--- src/rtl/subtractor_module_pkg.sv ---
`default_nettype none
// ============================================================================
// Module      : subtractor_module_pkg
// Description : Shared widths and FSM state encoding for the subtractor.
// Revision    : 1.0
// ============================================================================
package subtractor_module_pkg;

    localparam int DATA_W = 16;
    localparam int FRAC_W = 4;

    typedef enum logic [1:0] {
        IDLE  = 2'd0,
        READ  = 2'd1,
        WRITE = 2'd2
    } state_t;

endpackage : subtractor_module_pkg
`default_nettype wire

--- src/rtl/subtractor_module_fxp_sub.sv ---
`default_nettype none
// ============================================================================
// Module      : fxp_sub
// Description : Combinational fixed-point subtractor, result modulo 2^DATA_W.
// Revision    : 1.0
// ============================================================================
module fxp_sub
    import subtractor_module_pkg::*;
(
    input  logic [DATA_W-1:0] a,
    input  logic [DATA_W-1:0] b,
    output logic [DATA_W-1:0] diff
);

    // Both operands share the same binary point, so no alignment is needed.
    assign diff = a - b;

endmodule : fxp_sub
`default_nettype wire

--- src/rtl/subtractor_module.sv ---
`default_nettype none
// ============================================================================
// Module      : subtractor_module
// Description : IDLE/READ/WRITE sequencer producing one registered Q12.4
//               difference every two cycles.
// Revision    : 1.0
// ============================================================================
module subtractor_module
    import subtractor_module_pkg::*;
(
    input  logic              clk,
    input  logic              reset,
    input  logic [DATA_W-1:0] entry_1,
    input  logic [DATA_W-1:0] entry_2,
    output logic              rd,
    output logic              wr,
    output logic [DATA_W-1:0] output_1
);

    state_t            r_state;
    logic              r_rd;
    logic              r_wr;
    logic [DATA_W-1:0] r_result;
    logic [DATA_W-1:0] w_diff;

    fxp_sub u_fxp_sub (
        .a    (entry_1),
        .b    (entry_2),
        .diff (w_diff)
    );

    // Strobes are registered alongside the state so they never depend on inputs.
    always_ff @(posedge clk) begin
        if (reset) begin
            r_state  <= IDLE;
            r_rd     <= 1'b0;
            r_wr     <= 1'b0;
            r_result <= '0;
        end else begin
            unique case (r_state)
                IDLE: begin
                    r_state <= READ;
                    r_rd    <= 1'b1;
                    r_wr    <= 1'b0;
                end
                READ: begin
                    r_state  <= WRITE;
                    r_rd     <= 1'b0;
                    r_wr     <= 1'b1;
                    r_result <= w_diff;
                end
                WRITE: begin
                    r_state <= READ;
                    r_rd    <= 1'b1;
                    r_wr    <= 1'b0;
                end
                default: begin
                    r_state <= IDLE;
                    r_rd    <= 1'b0;
                    r_wr    <= 1'b0;
                end
            endcase
        end
    end

    assign rd       = r_rd;
    assign wr       = r_wr;
    assign output_1 = r_result;

endmodule : subtractor_module
`default_nettype wire

--- config.mk ---
export PLATFORM = sky130hd
export DESIGN_NAME = subtractor_module
export DESIGN_NICKNAME = d
export VERILOG_FILES = /design/src/rtl/subtractor_module_pkg.sv /design/src/rtl/subtractor_module_fxp_sub.sv /design/src/rtl/subtractor_module.sv
export SDC_FILE = /design/constraint.sdc
export NUM_CORES = 1
export LEC_CHECK = 0
export ABC_AREA = 1
export CORE_MARGIN = 2
export CORE_UTILIZATION = 25
export DETAILED_ROUTE_END_ITERATION = 8
export GPL_TIMING_DRIVEN = 0
export PLACE_DENSITY = 0.48
export RECOVER_POWER = 50
export SYNTH_ARGS = -nofsm -noshare
export SYNTH_HDL_FRONTEND = slang
export SYNTH_SLANG_ARGS = --single-unit
--- constraint.sdc ---
create_clock -name clk -period 2.6 [get_ports clk]
set_input_delay 0.26 -clock clk [delete_from_list [all_inputs] [get_ports clk]]
set_output_delay 0.26 -clock clk [all_outputs]
set_load 0.05 [all_outputs]
==> results.txt, run 1 <==
status = complete, no violations
Worst setup SP type = primary input
CP startpoint = entry_1[0]
Slew @ Worst Pin = 0.518 ns
htree depth = 1
CTS root buf = clkbuf_8
CTS tree = built
yosys warns = 0
CP max stage delay = 0.52 ns
clock slew seen by the registers of the worst setup and hold paths = 0.07 ns
met3 wire len = 212 µm
Starting Density = 26.2%
Routed Antenna Nets = 0
synth-to-layout area growth = 38.4%
clock latency on the worst-skew pair = 0.25 ns
Mapped Avg Cell Area = 5.83 µm²
synth unique cells = 25
num rows = 29
Pleak = 0.00133 µW
Mapped Cells = 288
area share of the largest cell type after synthesis = 21.4%
sequential cell area fraction in the yosys report = 21.4%
GRT overflow = 0
slowest CP cell = dlygate4sd3_1
final core occ = 36.2%
worst r2r src = r_state[0]
routed vias/inst = 4.17
FFs w/ async S/R, synth = 0%
Final Setup Violations = 0
DRC Markers = 0
CP Class = primary input to register
post-route insts no fill = 419
highest metal used = met3
initial antenna violation count = 0
RSZ-0062 raised after global routing = no
footprint of the multi-input gates = 1030 µm²
Post-synth EDFFs = 0
I/O Buffers = 51
Clock Tree Buf Depth = 2
share of layout cells above drive strength 1 = 4.97%
MaxCap Viol Count = 0
CP Capture Type = register
drt pass-1 iters = 4
Nets = 394
CP delay by family, top = buffers and inverters
syn nets = 338
synthesized flop and latch total = 18
metal2 WL = 1960 µm
vias in the first global route = 1687
CTS buffer count = 3
vias = 1746
Data arrival, critical path = 2.30 ns
dpl cells = 416
PD cells = 413 nW/µm²
Final GP Congestion = 0.796
fin crit share = 80.6%
class of the worst hold path = register to register
Worst Path Required = 2.80 ns
Die Span Y = 86.0 µm
Global Route Usage Sum = 11.7%
postcts setup bufs = 0
Avg WL per Cell = 9.84 µm
diode count = 0
Filler cells = 728
Synth Flop Type = dfxtp_1
min cycle time layout = 2.10 ns
CP Buf/Inv Count = 4
Peak VDD IR = 0.000256 V
crit-path cells = dlygate4sd3_1 -> inv_1 -> ha_1 -> fa_1 -> inv_1 -> nand3_1 -> nand3_1 -> a21oi_1 -> or2_1 -> nand3_1 -> nand2_1 -> inv_1
Synth area leaders = dfxtp_1, nand2_1, inv_1, ha_1, nor2_1
Die Area = 7390 µm²
Reg-to-Reg End = output_1[8]
Boundary Pins = 52
setup tns final = 0 ns
global-route wire length before repair = 7050 µm
wl on met1 = 1950 µm
fin. max-slew vios = 0
TritonCTS Sinks = 18
critical path peak fanout = 3
Mapped Area = 1680 µm²
Post-Route WL = 4120 µm
Core Box Area = 6420 µm²
final hold vios = 0
Synth top cells by count = nand2_1, inv_1, nor2_1
reg-to-reg slack, setup = 1.15 ns
Rel. slew slack = 65.4%
CP Depth = 12
largest net degree at the start of global routing = 11
top-count cell post-synth = nand2_1
post-cts sizing count = 0
hold_buf cts = 0
R2R cell count = 6
CP endpoint = output_1[8]
1st-iter DRT viols = 45
FMAX = 477 MHz
post-synth top area cell = dfxtp_1
Overall Power = 961 µW
Final Skew = 0.00239 ns
Die Width = 86.0 µm
total area of sequential cells = 360 µm²
post-detail-place hpwl = 3530 µm
## worst min-delay path by stage
stage / startpoint / end / slack, ns / depth (start not counted)
final: r_state[0] / r_state[0] / 0.44 / 1
after global routing: r_state[0] / r_state[0] / 0.47 / 1
after CTS: r_state[0] / r_state[0] / 0.45 / 1
after detailed placement: r_state[0] / r_state[0] / 0.43 / 1
after global placement: r_state[0] / r_state[0] / 0.43 / 1
after floorplan: entry_2[0] / output_1[0] / 0.45 / 2
## cells in the final DEF, fill, tap and decap left out
cell type	n
a21oi_1	11
a21oi_2	2
buf_4	1
clkbuf_1	3
clkbuf_8	3
clkdlybuf4s50_1	37
dfxtp_1	18
dlygate4sd3_1	14
fa_1	1
ha_1	15
inv_1	71
inv_2	1
nand2_1	82
nand2_2	4
nand3_1	20
nand3_2	3
nand4_1	3
nor2_1	33
nor2_2	1
nor3_1	1
nor3_2	1
nor3_4	1
o211ai_1	3
o21ai_0	7
or2_1	2
xnor2_1	1
xor2_1	3
## flip-flops by register name, indices dropped and copies added (netlist names)
name	cells
output_1	16
r_state	1
wr	1
## stage by stage
stage / hold slack, ns / instance area [µm²] / setup slack, ns
after floorplan: 0.453 / 1680 / 1.00
after global placement: 0.427 / 2290 / 0.341
after detailed placement: 0.433 / 2290 / 0.312
after CTS: 0.447 / 2330 / 0.574
after global routing: 0.473 / 2330 / 0.371
final: 0.442 / 2330 / 0.503
## routing by layer
layer  vias to the layer above  GRT usage (%)
met3                         0           2.79
met5                         -              0
met1                       731           14.2
met2                        32           21.8
met4                         0          0.433
li1                        983              -
## power breakdown
part | internal (µW) | total [µW] | switching [µW]
Sequential | 301 | 313 | 12.4
Clock | 103 | 191 | 88.0
Combinational | 176 | 457 | 281
## worst register-to-register path, cell delays in order (launching register included)
cell and delay (ns):
dfxtp_1 0.35, inv_1 0.05, nor2_1 0.18, clkbuf_1 0.44, nand3_1 0.20, nand2_1 0.10, inv_1 0.04
## area by class of cell
cell class,count,share of cell area [%]
Multi-Input combinational cell,194,44.2
Timing Repair Buffer,51,21.9
Buffer,4,0.807
Tap cell,77,4.14
Inverter,72,11.6
Sequential cell,18,15.5
Clock buffer,3,1.78
## kinds of logic after synthesis
family,after synthesis,synth area share (%)
adder cells (fa/ha/maj),16,12.4
AND/OR/NAND/NOR,151,39.0
flip-flops,18,21.4
XOR/XNOR,4,2.09
AO/OA/AOI/OAI,23,7.74
buffers and inverters,76,17.3
No activity file was read; power rests on OpenSTA's default activity.
==> inputs of run 2 (changes only) <==
Settings changed: PLACE_DENSITY 0.48 to 0.5.
Clock period 2.6 ns to 1.9 ns, I/O delays scaled along.
==> results.txt, run 2 (synthesis results as in run 1) <==
status = complete, no violations
Final GP Congestion = 0.793
total area of sequential cells = 360 µm²
final hold vios = 0
initial antenna violation count = 0
DRC Markers = 0
Die Area = 7390 µm²
vias in the first global route = 1803
Pleak = 0.00132 µW
diode count = 0
I/O Buffers = 51
worst r2r src = r_state[0]
final core occ = 37.1%
Global Route Usage Sum = 12.4%
Avg WL per Cell = 10.0 µm
Largest register FFs = 16
Core Box Area = 6420 µm²
Psw = 540 µW
CP Capture Type = register
min cycle time layout = 1.80 ns
Data arrival, critical path = 2.01 ns
post-detail-place hpwl = 3430 µm
vias = 1803
drt pass-1 iters = 4
MaxCap Viol Count = 0
synth-to-layout area growth = 41.8%
htree depth = 1
Clock Tree Buf Depth = 2
Routed Antenna Nets = 0
num rows = 29
clock latency on the worst-skew pair = 0.25 ns
FMAX = 554 MHz
fin crit share = 95.0%
CP startpoint = entry_1[0]
Boundary Pins = 52
Final Skew = 0.00213 ns
setup tns final = 0 ns
commonest cells after routing, fill and taps aside = nand2_1, inv_1, clkdlybuf4s50_1
Combinational Power Share = 46.7%
Final Setup Violations = 0
CTS root buf = clkbuf_8
Flop pwr share = 30.8%
CTS buffer count = 3
Rel. slew slack = 66.5%
CP endpoint = output_1[8]
CP Class = primary input to register
class of the worst hold path = register to register
footprint of the multi-input gates = 1050 µm²
Nets = 397
critical path peak fanout = 3
Reg-to-Reg End = output_1[3]
TritonCTS Sinks = 18
routed vias/inst = 4.26
CTS tree = built
largest net degree at the start of global routing = 11
clock slew seen by the registers of the worst setup and hold paths = 0.07 ns
global-route wire length before repair = 7490 µm
Peak VDD IR = 0.000337 V
PD cells = 585 nW/µm²
Sw Share = 38.7%
1st-iter DRT viols = 61
Worst setup SP type = primary input
reg-to-reg slack, setup = 0.42 ns
most common cell after layout, fill and taps aside = nand2_1
Power Internal = 856 µW
Worst Path Required = 2.11 ns
Starting Density = 26.2%
Post-Route WL = 4250 µm
Slew @ Worst Pin = 0.501 ns
GRT overflow = 0
Die Span Y = 86.0 µm
R2R cell count = 6
share of layout cells above drive strength 1 = 8.09%
Filler cells = 721
hold_buf cts = 0
Die Width = 86.0 µm
Clk network pwr share = 22.4%
fin. max-slew vios = 0
[run 2: final cells by class]
cell class / instances / area share [%]
multi-input combinational: 194 / 44.0
timing repair buffer: 54 / 22.4
sequential: 18 / 15.1
inverter: 72 / 11.3
tap: 77 / 4.04
clock buffer: 4 / 2.31
buffer: 4 / 0.787
[run 2: per-layer routing]
metal  global-route usage (%)  up-vias  share of wire (%)
met5                        0        -                  0
met4                     2.16        0               0.35
met3                     2.79        3                5.4
met2                     22.7       37                 48
met1                     15.0      777                 46
li1                         -      986                  -
[run 2: worst min-delay path by stage]
stage,start,to,slack (ns),cells after the start
2_1_floorplan,entry_2[0],output_1[0],0.38,2
3_3_place_gp,r_state[0],r_state[0],0.43,1
3_5_place_dp,r_state[0],r_state[0],0.44,1
4_1_cts,r_state[0],r_state[0],0.45,1
5_1_grt,r_state[0],r_state[0],0.48,1
6_report,r_state[0],r_state[0],0.45,1
[run 2: metrics by stage]
step | instances | setup slack (ns) | total power (µW) | hold WS, ns | cell area [µm²]
2_1_floorplan | 288 | 0.371 | 865 | 0.383 | 1680
3_3_place_gp | 416 | -0.287 | 1080 | 0.427 | 2290
3_5_place_dp | 416 | -0.310 | 1080 | 0.438 | 2290
4_1_cts | 420 | 0.00469 | 1400 | 0.454 | 2350
5_1_grt | 423 | -0.0296 | 1510 | 0.483 | 2380
6_report | 423 | 0.0953 | 1400 | 0.451 | 2380
[run 2: power groups by stage]
stage | sequential (µW) | combinational [µW] | clock [µW]
finish | 430 | 652 | 313
detailed placement | 439 | 641 | 0
global placement | 440 | 637 | 0
global route | 435 | 733 | 346
floorplan | 555 | 310 | 0
CTS | 431 | 646 | 326
[run 2: worst max-delay path, cell delays in order]
cell             delay, ns
clkdlybuf4s50_1       0.45
inv_1                 0.04
ha_2                  0.20
fa_2                  0.41
inv_2                 0.07
nand3_1               0.07
nand3_2               0.11
a21oi_2               0.06
or2_1                 0.24
nand3_2               0.08
nand2_2               0.05
inv_1                 0.04
[run 2: what timing repair did]
item                                    in CTS  in global routing
endpoints found under the setup margin       1                  4
gates resized for setup                      1                  6
pin swaps                                    0                  2
setup buffers                                0                  3
hold endpoints to repair                     0                  0
==> inputs of run 3 (changes only) <==
Settings changed: REMOVE_ABC_BUFFERS set to 1.
==> results.txt, run 3 (synthesis results as in run 1) <==
Sw Share = 39.7%
RSZ-0062 raised after global routing = no
CP Class = primary input to register
Final GP Congestion = 0.770
worst r2r src = r_state[0]
min cycle time layout = 1.80 ns
Flop pwr share = 32.1%
post-detail-place hpwl = 3350 µm
Final Setup Violations = 0
setup tns final = 0 ns
fin crit share = 94.5%
num rows = 29
CTS tree = built
FMAX = 557 MHz
Final Skew = 0.00516 ns
Power Internal = 803 µW
Clk network pwr share = 19.9%
status = complete, no violations
Pleak = 0.00133 µW
critical path peak fanout = 3
postcts setup bufs = 0
initial antenna violation count = 0
Starting Density = 26.2%
TritonCTS Sinks = 18
HP Start = r_state[0]
MaxCap Viol Count = 0
Overall Power = 1330 µW
I/O Buffers = 51
Psw = 529 µW
DRC Markers = 0
CP Capture Type = register
Global Route Usage Sum = 11.2%
Combinational Power Share = 48.0%
Largest register FFs = 16
final hold vios = 0
GRT overflow = 0
share of layout cells above drive strength 1 = 7.67%
Slew @ Worst Pin = 0.743 ns
Clock Tree Buf Depth = 2
drt pass-1 iters = 4
largest net degree at the start of global routing = 23
R2R cell count = 6
global-route wire length before repair = 6800 µm
Die Span Y = 86.0 µm
PD cells = 564 nW/µm²
hold path cells = 1
class of the worst hold path = register to register
Rel. slew slack = 50.3%
routed vias/inst = 4.16
1st-iter DRT viols = 42
Peak VDD IR = 0.000337 V
Worst Path Required = 2.10 ns
Post-Route WL = 3970 µm
Die Area = 7390 µm²
synth-to-layout area growth = 40.6%
Worst setup SP type = primary input
vias in the first global route = 1625
hold_buf cts = 0
Avg WL per Cell = 9.54 µm
Boundary Pins = 52
CTS buffer count = 3
Data arrival, critical path = 1.99 ns
CP startpoint = entry_1[0]
vias = 1732
Routed Antenna Nets = 0
htree depth = 1
Die Width = 86.0 µm
Core Box Area = 6420 µm²
clock latency on the worst-skew pair = 0.25 ns
commonest cells after routing, fill and taps aside = nand2_1, inv_1, clkdlybuf4s50_1
CTS root buf = clkbuf_8
clock slew seen by the registers of the worst setup and hold paths = 0.07 ns
diode count = 0
Nets = 391
fin. max-slew vios = 0
most common cell after layout, fill and taps aside = nand2_1
## run 3: cell count changes in the layout (fill, tap and decap cells not counted), sizes merged
cell / before / now
clkdlybuf4s50: 51 / 39
clkbuf: 7 / 3
buf: 4 / 1
dlygate4sd3: 0 / 12
## run 3: path summary, 6_finish.rpt
kind / end / slack (ns)
hold / removal: r_state[0] / 0.45
hold reg to reg: r_state[0] / 0.45
setup / recovery: output_1[8] / 0.10
setup reg to reg: output_1[6] / 0.35
## run 3: what timing repair did
item,CTS,global route
setup endpoints to repair,1,5
resized for setup,1,8
cloned,0,0
pin swaps,0,1
## run 3: layout make-up
cell class	count	area, µm²
fill	721	4060
multi-input combinational	194	1060
timing repair buffer	52	538
sequential	18	360
inverter	72	270
tap	77	96.3
clock buffer	3	41.3
## run 3: stage by stage
stage	utilization [%]	setup slack (ns)	hold slack, ns	std cells	area, µm²
floorplan	-	-0.251	0.257	284	1660
global placement	35.3	-0.595	0.425	412	2270
detailed placement	35.7	-0.299	0.440	413	2300
CTS	36.5	0.0159	0.454	416	2340
global route	36.8	0.000621	0.477	416	2360
finish	36.8	0.105	0.454	416	2360
## run 3: worst max-delay path: stages
cell and delay [ns]:
clkdlybuf4s50_1 0.45, inv_1 0.04, ha_2 0.19, fa_2 0.42, inv_2 0.07, nand3_1 0.07
nand3_2 0.10, a21oi_1 0.08, or2_1 0.22, nand3_2 0.07, nand2_1 0.05, inv_1 0.04
## run 3: power groups by stage
stage                     Sequential (µW)  Clock (µW)  Combinational (µW)
final                                 428         265                 639
after global routing                  432         290                 717
after CTS                             430         277                 650
after detailed placement              438           0                 646
after global placement                437           0                 633
after floorplan                       555           0                 303
## run 3: routing by layer
layer	wire (µm)	vias to the layer above	track usage, %
li1	-	970	-
met2	1860	31	19.9
met4	0	0	0.433
met3	248	0	3.37
met1	1870	731	14.0
met5	0	-	0
